$ cat config.mk
export PLATFORM = sky130hd
export DESIGN_NAME = caddr_seq_flat
export DESIGN_NICKNAME = d
export VERILOG_FILES = /design/src/rtl/caddr_seq_pkg.sv /design/src/rtl/caddr_seq_if.sv /design/src/rtl/caddr_seq_dec.sv /design/src/rtl/caddr_seq.sv /design/src/flat_wrapper.sv
export SDC_FILE = /design/constraint.sdc
export NUM_CORES = 1
export LEC_CHECK = 0
export ABC_AREA = 1
export CELL_PAD_IN_SITES_DETAIL_PLACEMENT = 1
export CELL_PAD_IN_SITES_GLOBAL_PLACEMENT = 2
export CORE_ASPECT_RATIO = 0.6
export CORE_MARGIN = 5
export CORE_UTILIZATION = 18
export DETAILED_ROUTE_END_ITERATION = 10
export PLACE_DENSITY = 0.79
export SLEW_MARGIN = 20
export SYNTH_ARGS = -nofsm -noshare
export SYNTH_HDL_FRONTEND = slang
export SYNTH_HIERARCHICAL = 1
export SYNTH_SLANG_ARGS = --single-unit
$ cat constraint.sdc
create_clock -name clk -period 3.3 [get_ports clk]
set_input_delay 0.495 -clock clk [delete_from_list [all_inputs] [get_ports clk]]
set_output_delay 0.495 -clock clk [all_outputs]
set_load 0.01 [all_outputs]
$ cat src/rtl/caddr_seq_pkg.sv
// Shared encodings for the code-address sequencer: FSM states, opcodes,
// caddr command values and the instruction class produced by the decoder.
package bxu_seq_pkg;

  localparam logic [1:0] CADDR_NOP = 2'h0;
  localparam logic [1:0] CADDR_INC = 2'h1;
  localparam logic [1:0] CADDR_MOD = 2'h2;
  localparam logic [1:0] CADDR_SET = 2'h3;

  localparam logic [3:0] OP_NOP  = 4'h0;
  localparam logic [3:0] OP_JMPR = 4'h1;
  localparam logic [3:0] OP_JMPA = 4'h2;
  localparam logic [3:0] OP_BRZ  = 4'h3;
  localparam logic [3:0] OP_BRNZ = 4'h4;
  localparam logic [3:0] OP_HALT = 4'hF;

  localparam logic [2:0] ST_IDLE   = 3'd0;
  localparam logic [2:0] ST_FETCH  = 3'd1;
  localparam logic [2:0] ST_DECODE = 3'd2;
  localparam logic [2:0] ST_EXEC   = 3'd3;
  localparam logic [2:0] ST_UPDATE = 3'd4;
  localparam logic [2:0] ST_HALTED = 3'd5;

  typedef enum logic [1:0] {
    CLS_CTRL = 2'd0,
    CLS_EXEC = 2'd1,
    CLS_HALT = 2'd2
  } instr_class_e;

endpackage

$ cat src/rtl/caddr_seq_if.sv
// Code-memory fetch port and execute-unit handshake of the sequencer.
// The sequencer is the master; memory and execute unit sit on the slave side.
interface caddr_seq_if #(
  parameter int ADDR_BITWIDTH = 16,
  parameter int CODE_BITWIDTH = 16
);
  logic                     code_req;
  logic [ADDR_BITWIDTH-1:0] fetch_addr;
  logic                     code_ack;
  logic [CODE_BITWIDTH-1:0] code_rdata;
  logic                     ex_valid;
  logic                     ex_ready;

  modport master (
    output code_req, fetch_addr, ex_valid,
    input  code_ack, code_rdata, ex_ready
  );

  modport slave (
    input  code_req, fetch_addr, ex_valid,
    output code_ack, code_rdata, ex_ready
  );
endinterface

$ cat src/rtl/caddr_seq_dec.sv
// Combinational opcode decoder: instruction class plus the command the
// code-address unit receives once the instruction completes.
module seq_op_dec
  import bxu_seq_pkg::*;
(
  input  logic [3:0]   opcode,
  input  logic         cond_z,
  output instr_class_e instr_class,
  output logic [1:0]   caddr_cmd
);

  always_comb begin
    instr_class = CLS_EXEC;
    caddr_cmd   = CADDR_INC;
    case (opcode)
      OP_NOP: begin
        instr_class = CLS_CTRL;
        caddr_cmd   = CADDR_INC;
      end
      OP_JMPR: begin
        instr_class = CLS_CTRL;
        caddr_cmd   = CADDR_MOD;
      end
      OP_JMPA: begin
        instr_class = CLS_CTRL;
        caddr_cmd   = CADDR_SET;
      end
      OP_BRZ: begin
        instr_class = CLS_CTRL;
        caddr_cmd   = cond_z ? CADDR_MOD : CADDR_INC;
      end
      OP_BRNZ: begin
        instr_class = CLS_CTRL;
        caddr_cmd   = cond_z ? CADDR_INC : CADDR_MOD;
      end
      OP_HALT: begin
        instr_class = CLS_HALT;
        caddr_cmd   = CADDR_NOP;
      end
      default: begin
        instr_class = CLS_EXEC;
        caddr_cmd   = CADDR_INC;
      end
    endcase
  end

endmodule

$ cat src/rtl/caddr_seq.sv
// Instruction sequencer: fetches a word, decodes it, hands EXEC-class words
// to the execute unit and issues one caddr command per completed instruction.
module caddr_seq
  import bxu_seq_pkg::*;
#(
  parameter int CODE_BITWIDTH = 16,
  parameter int ADDR_BITWIDTH = 16
) (
  input  logic                     clk,
  input  logic                     rst,
  input  logic                     run,
  input  logic                     step_mode,
  input  logic                     step,
  input  logic                     cond_z,
  input  logic [ADDR_BITWIDTH-1:0] code_addr,
  caddr_seq_if.master              bus,
  output logic [CODE_BITWIDTH-1:0] code,
  output logic [1:0]               flag_op_caddr,
  output logic                     busy,
  output logic                     halted
);

  logic [2:0]               state_q, state_d;
  logic [CODE_BITWIDTH-1:0] code_q, code_d;
  logic [1:0]               flag_op_q, flag_op_d;
  logic                     ex_valid_q, ex_valid_d;

  instr_class_e dec_class;
  logic [1:0]   dec_cmd;

  seq_op_dec u_dec (
    .opcode      (code_q[3:0]),
    .cond_z      (cond_z),
    .instr_class (dec_class),
    .caddr_cmd   (dec_cmd)
  );

  logic start_req;
  logic continue_run;
  assign start_req    = (!step_mode && run) || (step_mode && step);
  assign continue_run = run && !step_mode;

  // flag_op_d defaults to NOP so the command register is live only in UPDATE
  always_comb begin
    state_d    = state_q;
    code_d     = code_q;
    flag_op_d  = CADDR_NOP;
    ex_valid_d = ex_valid_q;
    case (state_q)
      ST_IDLE: begin
        if (start_req) state_d = ST_FETCH;
      end
      ST_FETCH: begin
        if (bus.code_ack) begin
          code_d  = bus.code_rdata;
          state_d = ST_DECODE;
        end
      end
      ST_DECODE: begin
        case (dec_class)
          CLS_CTRL: begin
            flag_op_d = dec_cmd;
            state_d   = ST_UPDATE;
          end
          CLS_HALT: state_d = ST_HALTED;
          default: begin
            ex_valid_d = 1'b1;
            state_d    = ST_EXEC;
          end
        endcase
      end
      ST_EXEC: begin
        if (ex_valid_q && bus.ex_ready) begin
          ex_valid_d = 1'b0;
          flag_op_d  = CADDR_INC;
          state_d    = ST_UPDATE;
        end
      end
      ST_UPDATE: begin
        state_d = continue_run ? ST_FETCH : ST_IDLE;
      end
      ST_HALTED: begin
        if (!run) state_d = ST_IDLE;
      end
      default: begin
        state_d    = ST_IDLE;
        ex_valid_d = 1'b0;
      end
    endcase
  end

  always_ff @(posedge clk) begin
    if (rst) begin
      state_q    <= ST_IDLE;
      code_q     <= '0;
      flag_op_q  <= CADDR_NOP;
      ex_valid_q <= 1'b0;
    end else begin
      state_q    <= state_d;
      code_q     <= code_d;
      flag_op_q  <= flag_op_d;
      ex_valid_q <= ex_valid_d;
    end
  end

  assign bus.code_req   = (state_q == ST_FETCH);
  assign bus.fetch_addr = code_addr;
  assign bus.ex_valid   = ex_valid_q;
  assign code           = code_q;
  assign flag_op_caddr  = flag_op_q;
  assign busy           = (state_q != ST_IDLE) && (state_q != ST_HALTED);
  assign halted         = (state_q == ST_HALTED);

endmodule

$ cat src/flat_wrapper.sv
// flat-port wrapper written by rule: the top's interface ports become plain ports
module caddr_seq_flat import bxu_seq_pkg::*;
#(
  parameter int CODE_BITWIDTH = 16,
  parameter int ADDR_BITWIDTH = 16
)
  (clk, rst, run, step_mode, step, cond_z, code_addr, code, flag_op_caddr, busy, halted, bus_code_req, bus_fetch_addr, bus_ex_valid, bus_code_ack, bus_code_rdata, bus_ex_ready);
  caddr_seq_if #(.ADDR_BITWIDTH(ADDR_BITWIDTH), .CODE_BITWIDTH(CODE_BITWIDTH)) bus_i ();
  input  logic clk;
  input  logic rst;
  input  logic run;
  input  logic step_mode;
  input  logic step;
  input  logic cond_z;
  input  logic [ADDR_BITWIDTH-1:0] code_addr;
  output logic [CODE_BITWIDTH-1:0] code;
  output logic [1:0] flag_op_caddr;
  output logic busy;
  output logic halted;
  output wire logic [$bits(bus_i.code_req)-1:0] bus_code_req;
  output wire logic [$bits(bus_i.fetch_addr)-1:0] bus_fetch_addr;
  output wire logic [$bits(bus_i.ex_valid)-1:0] bus_ex_valid;
  input wire logic [$bits(bus_i.code_ack)-1:0] bus_code_ack;
  input wire logic [$bits(bus_i.code_rdata)-1:0] bus_code_rdata;
  input wire logic [$bits(bus_i.ex_ready)-1:0] bus_ex_ready;
  assign bus_code_req = bus_i.code_req;
  assign bus_fetch_addr = bus_i.fetch_addr;
  assign bus_ex_valid = bus_i.ex_valid;
  assign bus_i.code_ack = bus_code_ack;
  assign bus_i.code_rdata = bus_code_rdata;
  assign bus_i.ex_ready = bus_ex_ready;
  caddr_seq #(.CODE_BITWIDTH(CODE_BITWIDTH), .ADDR_BITWIDTH(ADDR_BITWIDTH)) u_core (.clk(clk), .rst(rst), .run(run), .step_mode(step_mode), .step(step), .cond_z(cond_z), .code_addr(code_addr), .bus(bus_i), .code(code), .flag_op_caddr(flag_op_caddr), .busy(busy), .halted(halted));
endmodule
; ---- Yosys cells after proc, flatten, opt, wreduce, memory -nomap -nowiden
; Index checks and enable logic that the tools add are counted.
; Widths: inputs -> output; s select.
[classes]
add_sub_neg = 0
multipliers = 0
div_mod_pow = 0
order_cmp = 0
n_eq_ne = 17
n_shift = 0
mux = 17
n_bitwise = 1
reduce_logical = 16
[ops]
columns = operator, count
row1 = $pmux 3 s6, 1
row2 = $mux 3, 4
row3 = $pmux 2 s5, 1
row4 = $eq 4x2->1 const B, 2
row5 = $pmux 2 s2, 2
row6 = $eq 3x2->1 const B, 2
row7 = $eq 3x3->1 const B, 2
row8 = $mux 2, 3
row9 = $ne 2x1->1 const B, 3
row10 = $pmux 3 s2, 1
row11 = $reduce_or 5->1, 1
row12 = $eq 4x1->1 const B, 1
row13 = $eq 4x3->1 const B, 1
row14 = $eq 4x4->1 const B, 1
row15 = $logic_and 1x1->1, 4
row16 = $logic_not 4->1, 1
row17 = $mux 1, 4
row18 = $ne 2x2->1 const B, 2
row19 = $reduce_and 4->1, 1
row20 = $reduce_or 4->1, 1
row21 = $eq 3x1->1 const B, 1
row22 = $logic_not 3->1, 1
row23 = $ne 3x3->1 const B, 1
row24 = $pmux 1 s3, 1
row25 = other kinds (9), 9
[totals]
register_bits = 22
latchBits = 0
ramBits = 0
rom_bits = 0
output_inout_bits = 38
mem_count = 0

; ---- Longest topological paths before layout
[depth]
word_depth = 7
ltp_mapped = 9
depth_no_buf = 9

; ---- By module
; The synthesis kept the hierarchy.
[modules_own_cells]
columns = module, n_inst, cells_per_inst, area_per_inst_um2
row1 = caddr_seq, 1, 145, 1053.5
row2 = seq_op_dec, 1, 24, 117.6

; ---- Worst setup path after synthesis
; Ideal clock, no wire load.
[synth_timing]
kind = reg2reg
start = reg u_core.code_q[0] (netlist: u_core/code[0])
end = reg u_core.state_q[0]
t_arrival_ns = 1.260
path_slack_ns = 1.924
stages_incl_launch_ff = 9
n_path_buf = 0
synth_period_minus_slack_ns = 1.376
cell_sequence = dfxtp_1 > nand4_1 > inv_1 > nor2_1 > or2_2 > nand2_1 > nand2_1 > nand3_1 > a21oi_1
[synth_between]
elab_chain_len = 6
elab_cells_between_ends = 12
[synth_lines]
columns = element, line
row1 = from (decl), caddr_seq.sv:24  ; logic [CODE_BITWIDTH-1:0] code_q, code_d;
row2 = from (signal assigned), caddr_seq.sv:100  ; code_q <= code_d;
row3 = "$eq 4x3->1, or another cell as far along", caddr_seq_dec.sv:15  ; case (opcode)
row4 = $reduce_or 5->1 (no line), n/a
row5 = $pmux 2 s2 (*), caddr_seq_dec.sv:15
row6 = via u_core.dec_class[1], caddr_seq.sv:28  ; instr_class_e dec_class;
row7 = $eq 2x2->1 / $logic_not 2->1 (equally long branches), caddr_seq.sv:60  ; case (dec_class)
row8 = $pmux 3 s2 (*), caddr_seq.sv:60
row9 = $pmux 3 s6 (*), caddr_seq.sv:49  ; case (state_q)
row10 = to (signal assigned), caddr_seq.sv:99  ; state_q <= state_d;
row11 = to (decl), caddr_seq.sv:23  ; logic [2:0] state_q, state_d;
; Mark *: on every way through the listed nets, which the timed path passes. The rest lies on a longest branch.
; A chain may end at the register's enable or synchronous reset.

; ---- Worst setup path after layout
[layout_timing]
start = reg u_core.state_q[1]
end = out busy
[layout_between]
elab_chain_len = 2
elab_cells_between_ends = 3
[layout_lines]
columns = element, line
row1 = $ne 3x3->1 / $reduce_bool 3->1 (equally long branches), caddr_seq.sv:111  ; assign busy = (state_q != ST_IDLE) && (state_q != ST_HALTED);
row2 = $logic_and 1x1->1 (*), caddr_seq.sv:111
row3 = to (decl), flat_wrapper.sv:18  ; output logic busy;
; Every way passes the cells marked *; elsewhere a longest branch is shown, timed or not.

==> reports/qor.csv <==
metric;value;unit
critPathRequiredTime;2800;ps
internal-power;636;uW
power.density;628;nW/um2
place_congestion;0.774;
first_pass_iters;3;
synth_area_per_cell;6.93;um2
slowest_delay;550;ps
core;6220;um2
p_clk_frac;0.161;
wl;3420;um
clkTransAtPathRegs;80;ps
grt_use_total;0.0821;
ctsHoldBuffers;0;
fin_util;0.259;
globalRouteMet3Util;0.0367;
grt_max_degree;18;
run_status;completed;
grt_pass1_wl;5440;um
tns;0;ps
vias_per_cell;3.89;
end_kind;output pin;
io_buffers;45;
crit_chain;inv_2 -> nand3_1 -> inv_1 -> a21oi_1 -> clkdlybuf4s50_1;
p_seq_frac;0.387;
crit_arrival;1540;ps
period_share;0.618;
grt_pass1_vias;1031;
netlist_top_cells_count;nor2_1, nand2_1, dfxtp_1;
synth_warnings;6;
crit_family;buffers and inverters;
gr-max-usage-layer;met1;
worstSetupPathType;register to output pin;
antenna_found_initial;0;
synthesis.nets;209;
grtUsageMet2;0.102;
cts_buffer_depth;2;
postCtsSetupBuffers;0;
p_switching;377;uW
hp-class;register to register;
rsz0062_at_grt;no;
ys_top_cells_by_area;dfxtp_1, nor2_1, buf_4;
gr-total-overflow;0;
synthFlopType;dfxtp_1;
irDropWorstVdd;0.160;mV
htree_levels;1;
synth.most_common_cell;nor2_1;
slowest_stage;clkdlybuf4s50_1;
drv_cap;0;
tightest_slew;491;ps
cts_tree;built;
max_freq;490;MHz
cp_num_buf_inv;3;
dr.first_iter.drc_count;37;
comb_power_share;0.452;
chipWidth;114;um
ff2ff_setup_slack;1740;ps
fillers;771;
start_util;0.188;
finalNetCount;240;
wl_per_cell;12.1;um
start_kind;register;
synth_cells;169;
antenna_cells;0;
final.min_clock_period;2040;ps
power_leakage;0.000648;uW
hold_viol;0;
netlist_area;1170;um2
slew_headroom;0.672;
postSynthRegisterBits;22;
dieArea;8270;um2
crit_fanout;5;
yosysSeqAreaShare;0.376;
rows;22;
drive_above_1_share;0.0909;
synth-edff-count;0;
met1_usage;0.125;
cts_root_buf;clkbuf_8;
die_h;72.5;um
postRouteAntennaNets;0;
setup_viol;0;
area_growth;37.7;%
synth.distinct_cells;22;
ctsResizeCount;0;
postSynth.asyncResetShare;0;
synth_top_area_share;0.376;
maxSlewViolCount;0;
final.setup_skew;5.81;ps
power_switching_share;0.372;
clkLatencyLatePin;260;ps
io_pins;78;
post-synth-top-area-cell;dfxtp_1;
drc_errors;0;
cts_sinks;22;
hpwl;2720;um
vias;1096;
cts_inserted_buffers;3;
## path summary, 6_finish.rpt
path         depth (start not counted)              start                      end
min                                  2     u_core/code[7]           u_core/code[7]
max                                  5  u_core/state_q[1]                     busy
max reg2reg                          7     u_core/code[3]  u_core/flag_op_caddr[0]
min reg2reg                          2     u_core/code[7]           u_core/code[7]
## registers in the layout, summed over array words and instances, names as in the netlist
signal	cells
u_core/state_q	3
u_core/flag_op_caddr	2
u_core/bus.ex_valid	1
u_core/code	16
## power by group through the flow
stage | logic [uW] | registers, uW | clock network, uW
after floorplan | 264 | 410 | 0
after global placement | 460 | 396 | 0
after detailed placement | 462 | 398 | 0
after CTS | 464 | 393 | 174
after global routing | 506 | 403 | 182
final | 457 | 392 | 163
## layout by cell type, fill, tap and decap left out
| cell | count |
|---|---|
| inv_2 | 5 |
| and3_1 | 1 |
| o21ai_1 | 11 |
| nor2_4 | 1 |
| nand3_1 | 8 |
| nor2_1 | 41 |
| nand3_2 | 2 |
| or2_2 | 1 |
| o21ai_0 | 7 |
| clkbuf_8 | 3 |
| a21oi_1 | 7 |
| inv_6 | 1 |
| nand4_1 | 1 |
| inv_1 | 12 |
| nand2_1 | 24 |
| nand2_4 | 1 |
| nand3b_1 | 1 |
| dfxtp_1 | 22 |
| nor2_2 | 4 |
| clkdlybuf4s50_1 | 45 |
## through the flow
step / cell area [um2] / std cells / setup slack, ps / total power, uW / hold WS, ps
after detailed placement: 1570 / 279 / 1480 / 861 / 474
after CTS: 1610 / 282 / 1240 / 1030 / 493
after floorplan: 1170 / 169 / 1920 / 674 / 489
after global placement: 1570 / 279 / 1520 / 856 / 467
after global routing: 1610 / 282 / 1160 / 1090 / 518
final: 1610 / 282 / 1260 / 1010 / 489
## cell families (layout without fill, tap and decap cells)
family	count (synthesis)	count (layout)	synth area share
and+or+nand+nor	85	85	0.323
buffers and inverters	37	66	0.194
AOI/OAI and AO/OA	25	25	0.107
DFF	22	22	0.376
## worst register-to-register path: cells and delay by family (launching register included)
family / cells / cell delay [ps]
AND/OR/NAND/NOR: 5 / 750
flip-flops: 1 / 490
AO/OA/AOI/OAI: 1 / 140
buffers and inverters: 1 / 110
## area by class of cell
cell class,count,area [um2],area share
Multi-Input combinational cell,110,503,0.312
Inverter,18,72.6,0.0450
Tap cell,84,105,0.0652
Sequential cell,22,440,0.273
Clock buffer,3,41.3,0.0256
Timing Repair Buffer,45,450,0.279
## layer usage
metal	wire, um	vias to the layer above
li1	-	572
met1	1860	494
met2	1240	28
met3	291	2
met4	27	0
met5	0	-
Power figures use the tool's default switching activity.
